`src/rtl/safer_eval_scheduler.sv`:
```
// Shares one risk-evaluation engine among four SAFER domain requesters:
// critical-first round-robin arbitration, valid/ready issue, watchdog on the result.
module safer_eval_scheduler #(
  parameter int unsigned DATA_W  = 16,
  parameter int unsigned TIMEOUT = 64
) (
  input  logic                  clk,
  input  logic                  rst_n,
  input  logic [3:0]            req,
  input  logic [3:0]            req_crit,
  input  logic [4*DATA_W-1:0]   req_data,
  output logic [3:0]            gnt,
  output logic                  eng_valid,
  input  logic                  eng_ready,
  output logic [1:0]            eng_id,
  output logic [DATA_W-1:0]     eng_data,
  input  logic                  res_valid,
  input  logic [DATA_W-1:0]     res_score,
  output logic [3:0]            done,
  output logic [DATA_W-1:0]     done_score,
  output logic [3:0]            err_flags,
  input  logic                  err_clr,
  output logic                  busy
);

  localparam int unsigned NREQ = 4;
  localparam int unsigned TW   = $clog2(TIMEOUT) + 1;

  typedef enum logic [1:0] {
    S_IDLE  = 2'd0,
    S_ISSUE = 2'd1,
    S_WAIT  = 2'd2,
    S_DONE  = 2'd3
  } state_t;

  state_t            state_q, state_d;
  logic [1:0]        rr_q, rr_d;
  logic [1:0]        id_q, id_d;
  logic [DATA_W-1:0] data_q, data_d;
  logic [3:0]        gnt_q, gnt_d;
  logic              eng_valid_q, eng_valid_d;
  logic [3:0]        done_q, done_d;
  logic [DATA_W-1:0] score_q, score_d;
  logic [3:0]        err_q, err_d;
  logic [TW-1:0]     timer_q, timer_d;
  logic              busy_q, busy_d;

  logic [DATA_W-1:0] req_ops [NREQ];
  logic [3:0]        eff_req;
  logic [1:0]        arb_idx;
  logic [1:0]        win_id;
  logic              win_found;

  always_comb begin
    for (int i = 0; i < NREQ; i++) begin
      req_ops[i] = req_data[i*DATA_W +: DATA_W];
    end
  end

  // Critical requests mask everything else; search upward from rr_q, nearest offset wins.
  always_comb begin
    eff_req   = ((req & req_crit) != 4'b0) ? (req & req_crit) : req;
    win_found = 1'b0;
    win_id    = rr_q;
    arb_idx   = rr_q;
    for (int i = NREQ - 1; i >= 0; i--) begin
      arb_idx = rr_q + 2'(i);
      if (eff_req[arb_idx]) begin
        win_found = 1'b1;
        win_id    = arb_idx;
      end
    end
  end

  always_comb begin
    state_d     = state_q;
    rr_d        = rr_q;
    id_d        = id_q;
    data_d      = data_q;
    gnt_d       = 4'b0;
    eng_valid_d = eng_valid_q;
    done_d      = 4'b0;
    score_d     = score_q;
    err_d       = err_clr ? 4'b0 : err_q;
    timer_d     = timer_q;

    unique case (state_q)
      S_IDLE: begin
        if (win_found) begin
          id_d        = win_id;
          data_d      = req_ops[win_id];
          gnt_d       = 4'b0001 << win_id;
          eng_valid_d = 1'b1;
          state_d     = S_ISSUE;
        end
      end
      S_ISSUE: begin
        if (eng_valid_q && eng_ready) begin
          timer_d     = '0;
          eng_valid_d = 1'b0;
          state_d     = S_WAIT;
        end
      end
      S_WAIT: begin
        timer_d = timer_q + TW'(1);
        // A result arriving on the expiry cycle still completes normally.
        if (res_valid) begin
          score_d = res_score;
          done_d  = 4'b0001 << id_q;
          state_d = S_DONE;
        end else if (timer_q == TW'(TIMEOUT - 1)) begin
          err_d[id_q] = 1'b1;
          rr_d        = id_q + 2'd1;
          state_d     = S_IDLE;
        end
      end
      S_DONE: begin
        rr_d    = id_q + 2'd1;
        state_d = S_IDLE;
      end
      default: state_d = S_IDLE;
    endcase

    busy_d = (state_d != S_IDLE);
  end

  always_ff @(posedge clk or negedge rst_n) begin
    if (!rst_n) begin
      state_q     <= S_IDLE;
      rr_q        <= 2'd0;
      id_q        <= 2'd0;
      data_q      <= '0;
      gnt_q       <= 4'b0;
      eng_valid_q <= 1'b0;
      done_q      <= 4'b0;
      score_q     <= '0;
      err_q       <= 4'b0;
      timer_q     <= '0;
      busy_q      <= 1'b0;
    end else begin
      state_q     <= state_d;
      rr_q        <= rr_d;
      id_q        <= id_d;
      data_q      <= data_d;
      gnt_q       <= gnt_d;
      eng_valid_q <= eng_valid_d;
      done_q      <= done_d;
      score_q     <= score_d;
      err_q       <= err_d;
      timer_q     <= timer_d;
      busy_q      <= busy_d;
    end
  end

  assign gnt        = gnt_q;
  assign eng_valid  = eng_valid_q;
  assign eng_id     = id_q;
  assign eng_data   = data_q;
  assign done       = done_q;
  assign done_score = score_q;
  assign err_flags  = err_q;
  assign busy       = busy_q;

endmodule

```
`config.mk`:
```
export PLATFORM = sky130hd
export DESIGN_NAME = safer_eval_scheduler
export DESIGN_NICKNAME = d
export VERILOG_FILES = /design/src/rtl/safer_eval_scheduler.sv
export SDC_FILE = /design/constraint.sdc
export NUM_CORES = 1
export LEC_CHECK = 0
export BUFFER_PORTS_ARGS = -buffer_cell sky130_fd_sc_hd__buf_4
export CELL_PAD_IN_SITES_DETAIL_PLACEMENT = 0
export CELL_PAD_IN_SITES_GLOBAL_PLACEMENT = 1
export CORE_ASPECT_RATIO = 1.5
export CORE_MARGIN = 2
export CORE_UTILIZATION = 30
export DETAILED_ROUTE_END_ITERATION = 10
export PLACE_DENSITY = 0.77
export SKIP_CTS_REPAIR_TIMING = 1
export SYNTH_ARGS = -nofsm -noshare
export SYNTH_HDL_FRONTEND = slang
export SYNTH_SLANG_ARGS = --single-unit
```
`constraint.sdc`:
```
create_clock -name clk -period 4 [get_ports clk]
set_clock_uncertainty 0.15 [all_clocks]
set_input_delay 0.2 -clock clk [delete_from_list [all_inputs] [get_ports clk]]
set_output_delay 0.2 -clock clk [all_outputs]
set_load 0.03 [all_outputs]
```
==> out/qor.csv, run 1 <==
stage;metric;value;unit
outcome;status;complete, no violations;
global_route;largest net degree at the start of global routing;60;
power;sw power;1390;uW
place;gp weighted congestion;0.807;
synth;sequential area share after synthesis;49.2;%
place;Placed Instances;517;
critical_path;CP Data Arrival Time;2.79;ns
clock_network;CTS H-tree depth;3;
power;VDD IR max;0.495;mV
synth;cell count after synthesis;275;
critical_path;Worst Setup Path Type;reg2reg;
critical_path;crit-path most repeated cell;o221ai_1;
power;Pwr Density;750;mW/mm2
critical_path;CP max FO;36;
clock_network;CTS tree;done;
place;IO buf count;140;
synth;syn avg cell area;10.9;um2
place;HPWL Detailed;6330;um
min_path;Hold/Removal Path Class;in2reg;
power;Pwr Total;3440;uW
sta;Slew @ Worst Pin;0.831;ns
sta;slew margin rel.;44.6;%
clock_network;clock latency on the worst-skew pair;0.33;ns
synth;Synth cell types;41;
synth;Async SR Flop Fraction;100;%
power;internal power;2050;uW
global_route;initial antenna violation count;0;
global_route;vias in the first global route;2778;
detailed_routing;DRC;0;
synth;EDFF count, synth;0;
synth;Synth Register Bits;59;
detailed_routing;Via density;5.02;
power;switch share;40.4;%
sta;RSZ-0062 raised after global routing;false;
global_route;GRT Util Overall;16.5;%
critical_path;Crit path largest cell delay;0.57;ns
die;Core ar.;0.00969;mm2
sta;Setup violations, final;0;
power;Comb power frac;49.3;%
cells_and_area;fin nets;529;
die;Initial Util;31.0;%
cells_and_area;P&R area growth vs syn;53.0;%
cells_and_area;final non-filler cell total;550;
detailed_routing;wire per inst;16.1;um
die;die area;0.0108;mm2
critical_path;worst path cell trace;or2_2 > o221ai_1 > or2_1 > o2bb2ai_1 > a211oi_4 > buf_4 > mux2i_1 > o221ai_1;
critical_path;CP max stage cell;dfrtp_1;
synth;Net Count, Synth;373;
detailed_routing;post-route ant nets;0;
place;Placed Area;0.00411;mm2
detailed_routing;final WL;8870;um
sta;Period minus WS final;2.77;ns
sta;final hold slack;0.0368;ns
clock_network;clock sink total;59;
clock_network;CTS root buf;clkbuf_16;
die;total I/O pin count;141;
global_route;grt total ovfl;0;
power;Pleak;0.00227;uW
sta;maximum clock frequency;361;MHz
sta;Fin Setup TNS;0;ns
critical_path;crit path launch type;flop;
critical_path;Worst setup EP type;flop;
sta;Slew Limit Fails;0;
power;sequential cell fraction of total power;28.6;%
cells_and_area;ANT cells;0;
die;floorplan die width;85.7;um
cells_and_area;post-route cell area;0.00459;mm2
synth;Syn. warnings;0;
die;Die H;126;um
cells_and_area;share of layout cells above drive strength 1;40.9;%
clock_network;total CTS buffers;9;
power;clock share of power;22.1;%
detailed_routing;Pre-antenna DRT Iters;6;
detailed_routing;via count;2761;
global_route;first-pass GRT wire length;14000;um
die;num rows;44;
synth;Primary FF master, synth;dfrtp_1;
detailed_routing;Initial DRC Count;109;
sta;final clock period utilization by the worst path;69.3;%
clock_network;Clock Tree Buf Depth;2;
critical_path;Worst EP required;4.02;ns
sta;Fin. Hold Viols;0;
clock_network;Reg clk slew, reported paths;0.05;ns
synth;Mapped Area;0.00300;mm2
flow_run;Max Cap Viol;0;
[metrics by stage]
step           utilization, %  setup WS (ns)
2_1_floorplan               -           1.71
3_3_place_gp             42.5           1.28
3_5_place_dp             42.5           1.23
4_1_cts                  45.5           1.22
5_1_grt                  47.4          0.988
6_report                 47.4           1.23
[critical path, delay by kind of cell, from the launching register on]
| family | cells | cell delay, ns |
|---|---|---|
| DFF | 1 | 0.57 |
| and+or+nand+nor | 2 | 0.47 |
| buffers and inverters | 1 | 0.51 |
| muxes | 1 | 0.26 |
| AOI/OAI and AO/OA | 4 | 0.63 |
[registers in the layout, indices dropped and copies added (netlist names)]
name	cells
done_score	16
eng_data	16
timer_q	7
done	4
err_flags	4
gnt	4
eng_id	2
rr_q	2
state_q	2
busy	1
eng_valid	1
[cells by family after synthesis]
family | count (synthesis) | synth area share, %
AOI/OAI and AO/OA | 58 | 14.1
xor gates and xnor gates | 1 | 0.292
adders and majority gates | 5 | 2.09
buffers and inverters | 23 | 4.88
DFF | 59 | 49.2
muxes | 49 | 17.1
and+or+nand+nor | 80 | 12.3
[power groups by stage]
stage / clock (uW) / sequential (uW) / combinational (uW)
2_1_floorplan: 0 / 1350 / 803
3_3_place_gp: 0 / 984 / 1680
3_5_place_dp: 0 / 994 / 1700
4_1_cts: 783 / 987 / 1700
5_1_grt: 803 / 1020 / 1830
6_report: 760 / 986 / 1700
[cells in the final DEF (no fill, tap or decap), types with 2 or more instances in the layout]
master,synthesis,routed
dlygate4sd3_1,0,18
nor2_1,12,12
nand2b_1,4,4
ha_1,5,5
o221ai_1,18,18
mux2i_1,32,32
o211ai_1,3,3
a21boi_0,2,2
nor4_1,2,2
nand2_1,35,35
or2_2,3,3
a21oi_1,2,2
dfrtp_1,59,59
nor3_1,2,2
nor2b_1,3,3
clkbuf_8,0,2
inv_1,8,8
a221oi_1,2,2
and3_1,6,6
a22oi_1,2,2
clkbuf_1,6,2
o21ai_0,19,19
buf_4,1,142
nand3_1,10,10
mux2_2,17,17
clkbuf_16,0,9
[cell usage after synthesis (2+ instances only)]
library cell  number  share of area, %
buf_2              4              0.67
ha_1               5               2.1
nand2b_1           4              0.83
o211ai_1           3              0.75
or2_2              3              0.63
o21ai_0           19               3.2
nor2b_1            3              0.63
nor2_1            12               1.5
clkbuf_1           6              0.75
o221ai_1          18               5.3
nand2_1           35               4.4
nor3_1             2              0.33
mux2i_1           32                11
buf_12             2               1.3
and3_1             6               1.3
nor4_1             2              0.42
nand3_1           10               1.7
inv_1              8               1.0
a21boi_0           2              0.50
mux2_2            17               6.4
a21oi_1            2              0.33
a22oi_1            2              0.50
a221oi_1           2              0.58
dfrtp_1           59                49
[final cells by class]
cell class,instances,area [um2]
inverter,8,30.0
clock buffer,13,260
multi-input combinational,193,1400
sequential,59,1480
tap,115,144
fill,937,5100
timing repair buffer,160,1250
clock inverter,2,35.0
[layer usage]
metal / GRT usage (%) / part of all wire [%] / vias to the layer above
li1: - / - / 1321
met1: 19.2 / 39 / 1328
met2: 27.6 / 52 / 90
met3: 2.93 / 5.1 / 22
met4: 10.6 / 3.6 / 0
met5: 0 / 0 / -
[worst paths after layout]
path                             startpoint             to  slack (ns)  cells past startpoint
min in group asynchronous             rst_n  done_score[8]        0.33                      2
worst max-delay path                rr_q[0]   eng_data[11]        1.23                      8
max in group asynchronous             rst_n    eng_data[2]        2.85                      2
worst min register to register  eng_data[2]    eng_data[2]        0.34                      2
worst min-delay path              res_valid        done[1]        0.04                      2
worst max register to register      rr_q[0]   eng_data[11]        1.23                      8
(Power assumes the default switching activity.)
==> run 2, diff against run 1 <==
--- a/config.mk
+++ b/config.mk
@@ -5,6 +5,7 @@
 export SDC_FILE = /design/constraint.sdc
 export NUM_CORES = 1
 export LEC_CHECK = 0
+export ABC_AREA = 1
 export BUFFER_PORTS_ARGS = -buffer_cell sky130_fd_sc_hd__buf_4
 export CELL_PAD_IN_SITES_DETAIL_PLACEMENT = 0
 export CELL_PAD_IN_SITES_GLOBAL_PLACEMENT = 1
@@ -12,7 +13,7 @@
 export CORE_MARGIN = 2
 export CORE_UTILIZATION = 30
 export DETAILED_ROUTE_END_ITERATION = 10
-export PLACE_DENSITY = 0.77
+export PLACE_DENSITY = 0.78
 export SKIP_CTS_REPAIR_TIMING = 1
 export SYNTH_ARGS = -nofsm -noshare
 export SYNTH_HDL_FRONTEND = slang
==> constraint.sdc (replaced) <==
create_clock -name clk -period 2.9 [get_ports clk]
set_clock_uncertainty 0.15 [all_clocks]
set_input_delay 0.145 -clock clk [delete_from_list [all_inputs] [get_ports clk]]
set_output_delay 0.145 -clock clk [all_outputs]
set_load 0.03 [all_outputs]
==> out/qor.csv, run 2 <==
stage;metric;value;unit
outcome;status;finished with violations;
outcome;failing checks;negative hold slack;
synth;Net Count, Synth;482;
synth;Synth top area share;44.7;%
sta;maximum clock frequency;405;MHz
cells_and_area;P&R area growth vs syn;56.8;%
die;Die H;133;um
place;IO buf count;140;
cells_and_area;commonest non-fill, non-tap cell in the layout;buf_4;
clock_network;CTS H-tree depth;3;
clock_network;clock sink total;59;
clock_network;Clock Tree Buf Depth;2;
critical_path;CP max stage cell;dfrtp_1;
synth;largest cells by area after synthesis;dfrtp_1 (45%), nand3_1 (13%), nand2_1 (8.3%);
synth;most frequent cells after synthesis;nand3_1 (83), nand2_1 (73), dfrtp_1 (59);
power;Pleak;0.00265;uW
synth;sequential area share after synthesis;44.7;%
min_path;hold_sp;req_data[31];
clock_network;CTS tree;done;
detailed_routing;Pre-antenna DRT Iters;4;
global_route;GRT Util Overall;16.8;%
critical_path;FF-to-FF Start;rr_q[0];
die;Initial Util;31.0;%
synth;Synth cell types;30;
clock_network;CTS root buf;clkbuf_16;
sta;Setup violations, final;0;
die;floorplan die width;89.7;um
synth;most numerous cell in the Yosys netlist;nand3_1;
die;total I/O pin count;141;
die;die area;0.0119;mm2
synth;syn avg cell area;8.60;um2
critical_path;Setup crit start;rr_q[0];
critical_path;worst setup path end;eng_data[9];
cells_and_area;most frequent cells in the layout;buf_4 (141), nand3_1 (83), nand2_1 (73), dfrtp_1 (59), inv_1 (55);
place;gp weighted congestion;0.769;
sta;final hold slack;-0.0145;ns
critical_path;crit-path most repeated cell;nand3_1;
cells_and_area;share of layout cells above drive strength 1;33.6;%
power;Pwr Density;1130;mW/mm2
cells_and_area;post-layout util;48.6;%
place;pre-CTS setup slack;0.444;ns
synth;cell taking the most area after synthesis;dfrtp_1;
critical_path;Worst setup EP type;flop;
clock_network;total CTS buffers;9;
detailed_routing;wire per inst;13.9;um
critical_path;worst path cell trace;inv_2 > nand3_1 > nand3_1 > nand2_1 > nor2_1 > nand3_2 > nand2_4 > a21oi_4 > nand3_1 > nand4_1;
place;HPWL Detailed;7080;um
sta;Fin. Hold Viols;11;
min_path;Hold/Removal Path Class;in2reg;
sta;slew margin rel.;48.8;%
global_route;vias in the first global route;3267;
detailed_routing;final WL;10000;um
synth;cell count after synthesis;384;
global_route;initial antenna violation count;0;
synth;Synth Register Bits;59;
critical_path;Worst Setup Path Type;reg2reg;
sta;RSZ-0062 raised after global routing;false;
power;VDD IR max;0.420;mV
sta;Fin Setup TNS;0;ns
critical_path;Worst EP required;3.01;ns
synth;EDFF count, synth;0;
sta;Period minus WS final;2.47;ns
synth;Primary FF master, synth;dfrtp_1;
global_route;first-pass GRT wire length;15600;um
detailed_routing;DRC;0;
critical_path;crit path launch type;flop;
flow_run;Max Cap Viol;0;
critical_path;CP Data Arrival Time;2.58;ns
critical_path;Crit path largest cell delay;0.58;ns
synth;Mapped Area;0.00330;mm2
sta;final clock period utilization by the worst path;85.2;%
synth;Async SR Flop Fraction;100;%
die;Core ar.;0.0106;mm2
global_route;largest net degree at the start of global routing;60;
critical_path;r2r worst-path depth;10;
sta;min setup slack post-route;0.428;ns
power;Pwr Total;5860;uW
critical_path;R2R setup slack;0.43;ns
detailed_routing;post-route ant nets;0;
cells_and_area;fin nets;670;
sta;Slew @ Worst Pin;0.768;ns
detailed_routing;Initial DRC Count;157;
global_route;grt total ovfl;0;
cells_and_area;ANT cells;0;
die;num rows;46;
critical_path;CP max FO;22;
detailed_routing;Via density;4.60;
detailed_routing;via count;3320;
synth;Syn. warnings;0;
clock_network;clock latency on the worst-skew pair;0.33;ns
clock_network;Reg clk slew, reported paths;0.06;ns
sta;Slew Limit Fails;0;
critical_path;r2r endpoint;eng_data[9];
## run 2: cell types whose count changed after synthesis, moves of 5 or more
| cell | change |
|---|---|
| and3_1 | -6 |
| inv_1 | +47 |
| mux2i_1 | -32 |
| o221ai_1 | -18 |
| nand4_1 | +15 |
| buf_6 | +5 |
| nor2_1 | +7 |
| nand3_1 | +73 |
| nand2_1 | +38 |
## run 2: how the worst min path moves through the flow
| stage | to | cells past startpoint |
|---|---|---|
| after floorplan | busy | 0 |
| after global placement | done_score[11] | 1 |
| after detailed placement | done_score[11] | 1 |
| after CTS | done_score[11] | 1 |
| after global routing | eng_data[4] | 5 |
| final | eng_data[15] | 5 |
## run 2: critical path: cells and delay by family, from the launching register on
kind / cells / cell delay [ns]
AOI/OAI and AO/OA: 1 / 0.48
buffers and inverters: 1 / 0.15
DFF: 1 / 0.58
and+or+nand+nor: 8 / 1.03
## run 2: metal layers
| metal | vias up | share of wire (%) | track usage [%] |
|---|---|---|---|
| met3 | 25 | 5.5 | 3.18 |
| met2 | 114 | 54 | 28.4 |
| met1 | 1545 | 37 | 19.3 |
| li1 | 1636 | - | - |
| met5 | - | 0 | 0 |
| met4 | 0 | 3.1 | 8.79 |
## run 2: cell families (layout without fill, tap and decap cells)
logic type / Yosys count / in the layout / share of synthesized area (%)
AND/OR/NAND/NOR: 207 / 207 / 31.3
buffers and inverters: 75 / 268 / 12.3
flip-flops: 59 / 59 / 44.7
AO/OA/AOI/OAI: 21 / 21 / 3.90
multiplexers: 16 / 16 / 5.45
adder cells (fa/ha/maj): 5 / 5 / 1.89
XOR/XNOR: 1 / 1 / 0.493
## run 2: area by class of cell
class	instances	area, um2
fillers	997	5470
repair buffers	192	1570
flip-flops and latches	59	1480
multi-input cells	250	1420
inverters	60	230
clock buffers	9	225
well taps	144	180
clock inverters	7	76.3
## run 2: stage by stage
stage	instances	cell area (um2)
after floorplan	384	3300
final	721	5180
after global routing	721	5180
after detailed placement	654	4370
after CTS	670	4670
after global placement	654	4370
## run 2: report_power, final
group	switching [uW]	internal [uW]	leakage, uW
sequential	226	1170	0.000744
clock	396	670	0.000142
combinational	2240	1170	0.00176
